--- src/rtl/cdb_arbiter.sv ---
// Common Data Bus arbiter: one grant per cycle, registered broadcast.
// Optional round-robin with starvation priority under TOMASULO_CDB_RR_EN.
module cdb_arbiter #(
  parameter int NREQ       = 3,
  parameter int TAG_W      = 3,
  parameter int DATA_W     = 16,
  parameter int STARVE_LIM = 4
) (
  input  logic                   clk1,
  input  logic                   rst_n,
  input  logic [NREQ-1:0]        req_valid,
  input  logic [NREQ*TAG_W-1:0]  req_tag,
  input  logic [NREQ*DATA_W-1:0] req_data,
  output logic [NREQ-1:0]        req_ready,
  input  logic                   flush,
  output logic                   cdb_valid,
  output logic [TAG_W-1:0]       cdb_tag,
  output logic [DATA_W-1:0]      cdb_data,
  output logic [1:0]             cdb_src,
  output logic [NREQ-1:0]        starve
);

  logic [1:0] ptr;
  logic [1:0] sel;
  logic       hit;
  logic       take;
  logic [2:0] s;
  logic [2:0] cnt [NREQ];

  assign take = hit & ~flush & rst_n;

  // Starve flag is a decode of the registered wait counter
  always_comb begin
    starve = '0;
    for (int i = 0; i < NREQ; i++)
      starve[i] = (cnt[i] == 3'(STARVE_LIM));
  end

  // Pick grantee: starved requesters first (RR only), then any valid
  always_comb begin
    hit = 1'b0;
    sel = '0;
    s   = '0;
`ifdef TOMASULO_CDB_RR_EN
    for (int k = 0; k < NREQ; k++) begin
      s = {1'b0, ptr} + 3'(k);
      if (s >= 3'(NREQ)) s = s - 3'(NREQ);
      if (!hit && req_valid[s[1:0]] && starve[s[1:0]]) begin
        hit = 1'b1;
        sel = s[1:0];
      end
    end
`endif
    for (int k = 0; k < NREQ; k++) begin
      s = {1'b0, ptr} + 3'(k);
      if (s >= 3'(NREQ)) s = s - 3'(NREQ);
      if (!hit && req_valid[s[1:0]]) begin
        hit = 1'b1;
        sel = s[1:0];
      end
    end
  end

  // One-hot grant, suppressed during flush and reset
  always_comb begin
    req_ready = '0;
    if (take) req_ready[sel] = 1'b1;
  end

`ifdef TOMASULO_CDB_RR_EN
  logic [2:0] nxt;

  // Pointer moves just past the grantee
  always_comb begin
    nxt = {1'b0, sel} + 3'd1;
    if (nxt >= 3'(NREQ)) nxt = '0;
  end

  // Round-robin pointer register
  always_ff @(posedge clk1 or negedge rst_n) begin
    if (!rst_n)    ptr <= '0;
    else if (take) ptr <= nxt[1:0];
  end
`else
  assign ptr = '0;
`endif

  // Registered broadcast; payload holds when idle
  always_ff @(posedge clk1 or negedge rst_n) begin
    if (!rst_n) begin
      cdb_valid <= 1'b0;
      cdb_tag   <= '0;
      cdb_data  <= '0;
      cdb_src   <= '0;
    end else if (take) begin
      cdb_valid <= 1'b1;
      cdb_tag   <= req_tag[int'(sel)*TAG_W +: TAG_W];
      cdb_data  <= req_data[int'(sel)*DATA_W +: DATA_W];
      cdb_src   <= sel;
    end else begin
      cdb_valid <= 1'b0;
    end
  end

  // Saturating wait counters; cleared by grant, idle or flush
  always_ff @(posedge clk1 or negedge rst_n) begin
    if (!rst_n) begin
      for (int i = 0; i < NREQ; i++) cnt[i] <= '0;
    end else begin
      for (int i = 0; i < NREQ; i++) begin
        if (flush || !req_valid[i] || req_ready[i])
          cnt[i] <= '0;
        else if (cnt[i] < 3'(STARVE_LIM))
          cnt[i] <= cnt[i] + 3'd1;
      end
    end
  end

endmodule

--- config.mk ---
export PLATFORM = sky130hd
export DESIGN_NAME = cdb_arbiter
export DESIGN_NICKNAME = d
export VERILOG_FILES = /design/src/rtl/cdb_arbiter.sv
export SDC_FILE = /design/constraint.sdc
export NUM_CORES = 1
export LEC_CHECK = 0
export CAP_MARGIN = 0
export CORE_ASPECT_RATIO = 1.4
export CORE_UTILIZATION = 27
export CTS_CLUSTER_SIZE = 8
export DETAILED_ROUTE_END_ITERATION = 6
export SLEW_MARGIN = 20
export SYNTH_ARGS = -nofsm -noshare
export SYNTH_HDL_FRONTEND = slang
export SYNTH_SLANG_ARGS = --single-unit
--- constraint.sdc ---
create_clock -name clk1 -period 2.9 [get_ports clk1]
set_input_delay 0.435 -clock clk1 [delete_from_list [all_inputs] [get_ports clk1]]
set_output_delay 0.435 -clock clk1 [all_outputs]
set_load 0.005 [all_outputs]
==> run metrics, run 1 <==
aggregate routed wire length=5.13 mm; area growth from synthesis to layout=56.9%; maximum number of pins on one net before global-route repair=35; DRT antenna net count=0; number of synthesis warnings=0; ratio of routed vias to standard cells=4.45; fraction of synthesis flops using an asynchronous set or reset pin=100%; mapped cell area=1960 µm²; drt initial violations=39; number of nets at the end of the flow=369; # setup viols final=0; proportion of power drawn by combinational gates=27.8%; max frequency=379 MHz; Sinks on Clock Net=31; Worst path most repeated cell=clkdlybuf4s50_1; first-pass GRT wire length=8.53 mm; number of global-route vias before repair=1852; share of post-route cells with drive strength above 1=12.6%; number of maximum-capacitance violations=0; setup repair after global routing missed its margin=false; Final Wtd Congestion=0.740; commonest non-fill, non-tap cells in the layout=89 x clkdlybuf4s50_1, 32 x nor2_1, 31 x dfrtp_1; Post-Route Setup TNS=0 ns; total number of H-tree levels=2; worst stage delay on the critical path=0.61 ns; portion of the post-synthesis area used by sequential elements=39.5%; number of synthesized flops with an enable pin=0; max-slew violations=0; Horiz. Die Dim=74.1 µm; Int Pwr=0.989 mW; post-cts hold buffer count=0; Min Clock Period, post-route=2.64 ns; master cell of the clock root buffer=clkbuf_8; area enclosed by the die boundary=7620 µm²; Worst Reg-to-Reg Cells=4; Total GRT Usage=14.9%; post-CTS clock slew at the launch and capture registers of the worst setup and hold paths=0.07 ns; total number of vias=1762; final HPWL from detailed placement=4.12 mm; endpoint type of the worst setup path=primary output; worst slew margin relative to its limit=34.7%; DP Cell Count=388; post-cts resize count=0; final routed DRC violation total=0; kind of start point of the critical path=primary input; slowest library cell on the worst path=clkdlybuf4s50_1; routed wire length per instance=13.0 µm; worst min-delay path class=primary input to asynchronous set/reset pin; vertical die dimension=103 µm; crit-path max FO=7; origin of the critical flop-to-flop path=cnt[6]$_DFFE_PN0P_; Setup crit start=req_valid[2]; run status=finished, final reports clean; Least-Margin Pin Slew=0.975 ns; Overall Power=1.31 mW; port buffer count=90; flop and latch count out of synthesis=31; maximum ir drop on the vdd rail=171 µV; TritonRoute pass-1 iters=3; cell chain of the critical path=clkdlybuf4s50_1 > inv_1 > nor4_1 > clkdlybuf4s50_1; Netlist cell types=28; setup slack on the worst flop-to-flop path=1.89 ns; insertion delay of the later-clocked pin in the worst-skew pair=0.28 ns; number of placement rows=36; worst setup skew after layout=0.00118 ns; most common library cell in the layout ignoring fill and taps=clkdlybuf4s50_1; syn avg cell area=9.35 µm²; M2 GR Usage=26.3%; clock buffer depth=2; boundary pin count=91; number of instances in the synthesized netlist=210; clock tree from TritonCTS=yes; Filler Cells Inserted=691; most used routing layer in global routing=met2; leakage power of the design=1.27 nW; global route overflow=0; class of the most critical setup path=primary input to primary output; WP data arrival=2.20 ns; switching power as a share of total power=24.4%; critical path data required time=2.47 ns; number of hold violations in the final report=0; Net Count, Synth=279; final cell count without fillers=396; fraction of power consumed by the clock network=33.1%; setup bufs post-CTS=0; antenna violations before repair=0; Final Cycle Share=91.0%; cell area power density=425 nW/µm²; met1 Resource Use GR=16.7%; met3 Resource Use GR=4.89%; ys flop type=dfrtp_1; Inserted Clock Buffers=5; number of antenna repair diodes=0; placeable core region=6980 µm²; Flop pwr share=39.1%; capture point of the worst reg-to-reg path=cnt[7]$_DFFE_PN0P_; effective utilization at floorplan=28.1%; reported net switching power=0.319 mW
-- synth_stat cells, types with 3 or more instances --
library cell	count	area [µm²]
a21oi_1	19	95.1
and2_1	3	18.8
buf_2	6	30.0
clkbuf_1	6	22.5
dfrtp_1	31	776
ha_1	6	75.1
inv_1	10	37.5
mux2i_1	3	30.0
nand2b_1	19	119
nor2_1	32	120
o21ai_0	18	90.1
o31ai_2	17	213
or3b_1	19	166
xor2_1	3	26.3
-- worst max path at each step --
| stage | cells past startpoint | to |
|---|---|---|
| 6_report | 4 | req_ready[2] |
| 5_1_grt | 4 | req_ready[2] |
| 4_1_cts | 4 | req_ready[2] |
| 3_5_place_dp | 4 | req_ready[2] |
| 3_3_place_gp | 4 | req_ready[2] |
| 2_1_floorplan | 2 | req_ready[2] |
-- flip-flops by register name, summed over array words and instances (netlist names) --
signal and cells:
cdb_data 16, cdb_valid 1, cnt 9, cdb_src 2
cdb_tag 3
-- metal layers --
layer  routed length (µm)  vias to the layer above
met1                 2010                      807
met5                    0                        -
met2                 2770                       53
li1                     -                      900
met3                  326                        2
met4                   30                        0
-- power by group through the flow --
stage,sequential [mW],clock [mW],combinational (mW)
6_report,0.512,0.433,0.364
3_5_place_dp,0.520,0,0.370
2_1_floorplan,0.519,0,0.144
4_1_cts,0.512,0.448,0.372
3_3_place_gp,0.519,0,0.368
5_1_grt,0.518,0.461,0.401
-- through the flow --
stage	hold WS [ns]	area, µm²	util (%)	worst slack, ns
final	0.253	3080	44.1	0.261
after CTS	0.264	3080	44.1	0.285
after global placement	0.466	2960	42.4	0.262
after global routing	0.290	3080	44.1	0.122
after detailed placement	0.471	2960	42.4	0.295
after floorplan	0.139	1960	-	1.49
-- logic make-up (layout without fill, tap and decap cells) --
group / after synthesis / after routing / synth area share (%)
compound gates: 62 / 62 / 23.5
xor+xnor: 3 / 3 / 1.34
fa+ha+maj: 6 / 6 / 3.82
buf+inv: 26 / 117 / 6.37
flops: 31 / 31 / 39.5
mux: 3 / 3 / 1.53
simple gates: 79 / 79 / 23.9
-- final cells by class --
type	instances	area, µm²	area share, %
multi-input combinational	153	1070	34.6
timing repair buffer	99	963	31.3
sequential	31	776	25.2
tap	95	119	3.86
clock buffer	6	82.6	2.68
inverter	10	37.5	1.22
clock inverter	2	35.0	1.14
-- worst max-delay path, delay by kind of cell --
kind | cells | cell delay, ns
AND/OR/NAND/NOR | 1 | 0.46
buffers and inverters | 3 | 1.31
No activity file was read; power rests on OpenSTA's default activity.
==> run 2, diff against run 1 <==
--- a/config.mk
+++ b/config.mk
@@ -8,8 +8,9 @@
 export CAP_MARGIN = 0
 export CORE_ASPECT_RATIO = 1.4
 export CORE_UTILIZATION = 27
-export CTS_CLUSTER_SIZE = 8
+export CTS_CLUSTER_SIZE = 28
 export DETAILED_ROUTE_END_ITERATION = 6
+export GPL_ROUTABILITY_DRIVEN = 1
 export SLEW_MARGIN = 20
 export SYNTH_ARGS = -nofsm -noshare
 export SYNTH_HDL_FRONTEND = slang
==> results of run 2 <==
The final DEF is identical to that of run 1; final timing and power are the same.
==> run 3, diff against run 2 <==
--- a/config.mk
+++ b/config.mk
@@ -5,6 +5,7 @@
 export SDC_FILE = /design/constraint.sdc
 export NUM_CORES = 1
 export LEC_CHECK = 0
+export ABC_CLOCK_PERIOD_IN_PS = 2900
 export CAP_MARGIN = 0
 export CORE_ASPECT_RATIO = 1.4
 export CORE_UTILIZATION = 27
==> results of run 3 <==
The final DEF is identical to that of run 1; final timing and power are the same.
